**src/rtl/program_loader_if.sv**
```systemverilog
// Source-stream and instruction-memory write bundle for the program loader.
// Slave modport is the loader's view; master modport is the source/IM side.
// Handshake is valid/ready; the IM write strobe is combinational from it.
interface program_loader_if #(
    parameter int DATA_W = 16,
    parameter int ADDR_W = 10
);
    logic              in_valid;
    logic [DATA_W-1:0] in_data;
    logic              in_last;
    logic              in_ready;
    logic              im_en_write;
    logic [ADDR_W-1:0] im_address;
    logic [DATA_W-1:0] im_data;

    modport slave (
        input  in_valid, in_data, in_last,
        output in_ready, im_en_write, im_address, im_data
    );

    modport master (
        output in_valid, in_data, in_last,
        input  in_ready, im_en_write, im_address, im_data
    );
endinterface

```
**src/rtl/program_loader.sv**
```systemverilog
// Boot loader: streams words into IM, holds the core in reset, then releases it and starts it.
// Latency: word accepted on edge M is in IM from M+1; core leaves reset 1 cycle after the last word, start 1 cycle later.
// Backpressure: in_ready is high for the whole LOAD state and low elsewhere; one word per cycle accepted.
module program_loader #(
    parameter int DATA_W = 16,
    parameter int ADDR_W = 10,
    parameter int DEPTH  = 1 << ADDR_W
) (
    input  logic              clk,
    input  logic              reset,
    input  logic              load_req,
    program_loader_if.slave   bus,
    output logic              cpu_reset,
    output logic              start,
    output logic              done,
    output logic              error,
    output logic [ADDR_W:0]   word_count,
    output logic [DATA_W-1:0] checksum
);

    typedef enum logic [2:0] {
        S_IDLE,
        S_LOAD,
        S_RELEASE,
        S_RUN,
        S_ERROR
    } state_t;

    localparam logic [ADDR_W-1:0] LAST_ADDR = ADDR_W'(DEPTH - 1);

    state_t            state_q, state_d;
    logic [ADDR_W-1:0] ptr_q, ptr_d;
    logic [ADDR_W:0]   count_q, count_d;
    logic [DATA_W-1:0] csum_q, csum_d;

    logic in_ready;
    logic hs;

    assign in_ready = (state_q == S_LOAD);
    assign hs       = bus.in_valid & in_ready;

    // Next-state and counter update; every load entry clears pointer, count and checksum.
    always_comb begin
        state_d = state_q;
        ptr_d   = ptr_q;
        count_d = count_q;
        csum_d  = csum_q;
        case (state_q)
            S_IDLE: begin
                if (load_req) begin
                    state_d = S_LOAD;
                    ptr_d   = '0;
                    count_d = '0;
                    csum_d  = '0;
                end
            end
            S_LOAD: begin
                // load_req is deliberately not looked at here: a running load is never restarted.
                if (hs) begin
                    ptr_d   = ptr_q + ADDR_W'(1);
                    count_d = count_q + (ADDR_W + 1)'(1);
                    csum_d  = csum_q + bus.in_data;
                    if (bus.in_last) begin
                        state_d = S_RELEASE;
                    end else if (ptr_q == LAST_ADDR) begin
                        state_d = S_ERROR;
                    end
                end
            end
            S_RELEASE: begin
                state_d = S_RUN;
            end
            S_RUN, S_ERROR: begin
                if (load_req) begin
                    state_d = S_LOAD;
                    ptr_d   = '0;
                    count_d = '0;
                    csum_d  = '0;
                end
            end
            default: begin
                state_d = S_IDLE;
            end
        endcase
    end

    // State and counter registers; reset aborts any load straight back to IDLE.
    always_ff @(posedge clk or negedge reset) begin
        if (!reset) begin
            state_q <= S_IDLE;
            ptr_q   <= '0;
            count_q <= '0;
            csum_q  <= '0;
        end else begin
            state_q <= state_d;
            ptr_q   <= ptr_d;
            count_q <= count_d;
            csum_q  <= csum_d;
        end
    end

    // Control outputs decode directly from the state so they follow an async reset immediately.
    always_comb begin
        cpu_reset = !((state_q == S_RELEASE) || (state_q == S_RUN));
        start     = (state_q == S_RUN);
        done      = (state_q == S_RUN);
        error     = (state_q == S_ERROR);
    end

    assign bus.in_ready    = in_ready;
    assign bus.im_en_write = hs;
    assign bus.im_address  = ptr_q;
    assign bus.im_data     = bus.in_data;
    assign word_count      = count_q;
    assign checksum        = csum_q;

endmodule

```
**src/flat_wrapper.sv**
```systemverilog
// flat-port wrapper written by rule: the top's interface ports become plain ports
module program_loader_flat 
#(
    parameter int DATA_W = 16,
    parameter int ADDR_W = 10,
    parameter int DEPTH  = 1 << ADDR_W
)
  (clk, reset, load_req, cpu_reset, start, done, error, word_count, checksum, bus_in_valid, bus_in_data, bus_in_last, bus_in_ready, bus_im_en_write, bus_im_address, bus_im_data);
  program_loader_if #(.DATA_W(DATA_W), .ADDR_W(ADDR_W)) bus_i ();
  input  logic clk;
  input  logic reset;
  input  logic load_req;
  output logic cpu_reset;
  output logic start;
  output logic done;
  output logic error;
  output logic [ADDR_W:0] word_count;
  output logic [DATA_W-1:0] checksum;
  input wire logic [$bits(bus_i.in_valid)-1:0] bus_in_valid;
  input wire logic [$bits(bus_i.in_data)-1:0] bus_in_data;
  input wire logic [$bits(bus_i.in_last)-1:0] bus_in_last;
  output wire logic [$bits(bus_i.in_ready)-1:0] bus_in_ready;
  output wire logic [$bits(bus_i.im_en_write)-1:0] bus_im_en_write;
  output wire logic [$bits(bus_i.im_address)-1:0] bus_im_address;
  output wire logic [$bits(bus_i.im_data)-1:0] bus_im_data;
  assign bus_i.in_valid = bus_in_valid;
  assign bus_i.in_data = bus_in_data;
  assign bus_i.in_last = bus_in_last;
  assign bus_in_ready = bus_i.in_ready;
  assign bus_im_en_write = bus_i.im_en_write;
  assign bus_im_address = bus_i.im_address;
  assign bus_im_data = bus_i.im_data;
  program_loader #(.DATA_W(DATA_W), .ADDR_W(ADDR_W), .DEPTH(DEPTH)) u_core (.clk(clk), .reset(reset), .load_req(load_req), .bus(bus_i), .cpu_reset(cpu_reset), .start(start), .done(done), .error(error), .word_count(word_count), .checksum(checksum));
endmodule
```
**config.mk**
```make
export PLATFORM = sky130hd
export DESIGN_NAME = program_loader_flat
export DESIGN_NICKNAME = d
export VERILOG_FILES = /design/src/rtl/program_loader_if.sv /design/src/rtl/program_loader.sv /design/src/flat_wrapper.sv
export SDC_FILE = /design/constraint.sdc
export NUM_CORES = 1
export LEC_CHECK = 0
export CAP_MARGIN = 20
export CORE_MARGIN = 2
export CORE_UTILIZATION = 48
export CTS_CLUSTER_SIZE = 16
export DETAILED_ROUTE_END_ITERATION = 10
export HOLD_SLACK_MARGIN = 0.03
export PLACE_DENSITY_LB_ADDON = 0.25
export SYNTH_ARGS = -nofsm -noshare
export SYNTH_HDL_FRONTEND = slang
export SYNTH_SLANG_ARGS = --single-unit
```
**constraint.sdc**
```tcl
create_clock -name clk -period 2.96 [get_ports clk]
set_input_delay 0.888 -clock clk [delete_from_list [all_inputs] [get_ports clk]]
set_output_delay 0.888 -clock clk [all_outputs]
set_load 0.02 [all_outputs]
```
==> flow_summary.yaml <==
cells_and_area:
  final_layout_size_suffix_gt1_share_pct: 15.0
  nets: 438
  nFillCells: 463
  post-route-util_pct: 70.8
  final_cell_area_um2: 3850
  antenna_cells: 0
  area_delta_synth_final_pct: 44.1
  fin_cells: 472
clock_network:
  holdBufCountCts: 0
  clk_pin_slew_worst_paths_ns: 0.08
  cts_tree: "yes"
  cts-buffers-inserted: 5
  clock_sinks: 40
  ctsLongestPathBuffers: 2
  clk_latency_ns: 0.30
  clock-root-buffer: "clkbuf_8"
  h-tree-depth: 2
power:
  ir_drop_uv: 491
  p_leak_nw: 1.71
  totalPowerFinal_mw: 3.23
  p_per_area_nw_per_um2: 840
synthesis:
  synth_area_um2: 2670
  seq_area_frac_synth_pct: 37.5
  syn-mean-instance-area_um2: 8.84
  synth_nets: 341
  yosys.area.top_type: "dfrtp_1"
  async_flop_share_pct: 100
  synth.most_common_cell: "dfrtp_1"
  synth_edf_count: 0
  synthCells: 302
  synth_seq_cells: 40
  synthTopCellsByArea: "dfrtp_1 37%, ha_1 8.0%, buf_4 4.8%"
  yosysTopAreaCellShare_pct: 37.5
  ys.flop_type: "dfrtp_1"
  yosysUniqueCellTypes: 47
  yosysWarnings: 0
  synthTopCellsByCount: "40 x dfrtp_1, 29 x nand2_1, 29 x nor2_1"
setup_path:
  endpoint_kind: "output port"
  crit_buf_inv: 2
  path_max_fanout: 2
  worstPathCellList: "clkdlybuf4s50_1 -> clkdlybuf4s50_1"
  max_stage_delay_ns: 0.61
  start_kind: "primary input"
  critPathMostFrequentCell: "clkdlybuf4s50_1"
  slowest_stage: "clkdlybuf4s50_1"
  crit_family: "buffers and inverters"
  cp.arrival_ns: 2.01
  crit_required_ns: 2.07
  criticalPathCategory: "primary input to output port"
place:
  placed_area_um2: 3660
  dp_hpwl_um: 4930
  portBuffers: 79
  place.gp.congestion: 0.884
  place_ws_ns: -0.385
  placed_cells: 461
global_route:
  grt_pass1_vias: 2500
  grt_overflow: 0
  grt_pass1_wl_um: 11200
  antenna_found_initial: 0
  grt_start_max_net_pins: 41
  grt_usage_pct: 22.4
timing:
  final_hold_viol_count: 0
  fin_crit_sh_pct: 97.8
  fin_crit_ns: 2.90
  slew_violations: 0
  setup_tns_ns: 0
  setup_viol: 0
  fin_skew_ns: 0.00843
  worst_pin_slew_ns: 0.898
  rsz0062_at_grt: "false"
  relSlewSlack_pct: 40.1
  setup_slack_ns: 0.0644
  hold_ws_ns: 0.532
  max_freq_mhz: 345
drt:
  dr_wl_met3_um: 435
  top_layer: "met4"
  wl_per_cell_um: 14.1
  drtPass1Iterations: 4
  detail-route-antenna-nets: 0
  drt-initial-drc-count: 141
  wl_met2_um: 3120
  drt_wl_total_um: 6650
  wl_met1_um: 3030
  drc_errors: 0
  viasPerCell: 5.44
  num_vias: 2570
outcome:
  status: "finished, final reports clean"
floorplanning:
  start_util_pct: 49.1
  die_w_um: 78.6
  io_pins: 80
  core_area_um2: 5440
  fp.dieH_um: 78.6
  dieArea_um2: 6180
  fp-row-count: 27
worst_hold_path:
  hp-class: "flip-flop to flip-flop"
flow_run:
  maxCapViolations: 0
## where the power goes
part | switching, mW | internal [mW] | total (mW) | leakage [nW]
clock | 0.197 | 0.169 | 0.366 | 0.0424
sequential | 0.174 | 0.688 | 0.862 | 0.532
combinational | 1.03 | 0.978 | 2.00 | 1.14
## flip-flops by register name (all words and copies together) (netlist names)
name                   flops
u_core.checksum           16
u_core.word_count         11
u_core.bus.im_address     10
u_core.state_q             3
## repair_timing
| item | in CTS | in global routing |
|---|---|---|
| hold endpoints to repair | 0 | 0 |
| pin swaps | 6 | 4 |
| setup endpoints to repair | 3 | 3 |
| resized for setup | 4 | 13 |
| setup buffers | 1 | 2 |
## layout by cell type, fill, tap and decap left out, types with 6 or more instances in the layout
cell type,Yosys,routed
nor3_1,6,6
clkdlybuf4s50_1,0,71
o21ai_1,12,11
buf_4,17,37
o21ai_0,11,11
nand2_1,29,29
xnor2_1,9,9
nor2_1,29,29
ha_1,17,12
dfrtp_1,40,40
and3_1,7,6
nand4_1,9,9
a21oi_1,20,17
nand3_1,11,11
a22o_1,6,6
nand2b_1,7,7
xor2_1,11,11
## final cells by class
cell class	instances	area [um^2]	share of cell area, %
tap	72	90.1	2.34
clock inverter	1	8.76	0.228
inverter	6	22.5	0.585
multi-input combinational	229	1560	40.4
sequential	40	1000	26.0
timing repair buffer	117	1090	28.4
clock buffer	7	76.3	1.98
## metal layers
layer | track usage [%] | vias up
met1 | 28.9 | 1223
met4 | 5.44 | 0
met2 | 37.4 | 68
li1 | - | 1273
met3 | 5.98 | 6
met5 | 0 | -
## path summary, 6_finish.rpt
path | from | to | slack, ns | cells after the start
min in group asynchronous | reset | u_core.checksum[3] | 0.71 | 1
min | u_core.checksum[5] | u_core.checksum[5] | 0.53 | 2
max in group asynchronous | reset | u_core.state_q[2] | 1.68 | 1
max reg2reg | u_core.checksum[7] | u_core.checksum[14] | 0.57 | 7
min reg2reg | u_core.checksum[5] | u_core.checksum[5] | 0.53 | 2
max | bus_in_data[5] | bus_im_data[5] | 0.06 | 2
## cell families after synthesis
family / synth area share [%]
XOR/XNOR: 6.56
AO/OA/AOI/OAI: 18.3
buffers and inverters: 7.17
flip-flops: 37.5
AND/OR/NAND/NOR: 21.4
multiplexers: 0.375
adder cells (fa/ha/maj): 8.72
No activity file was read; power rests on OpenSTA's default activity.
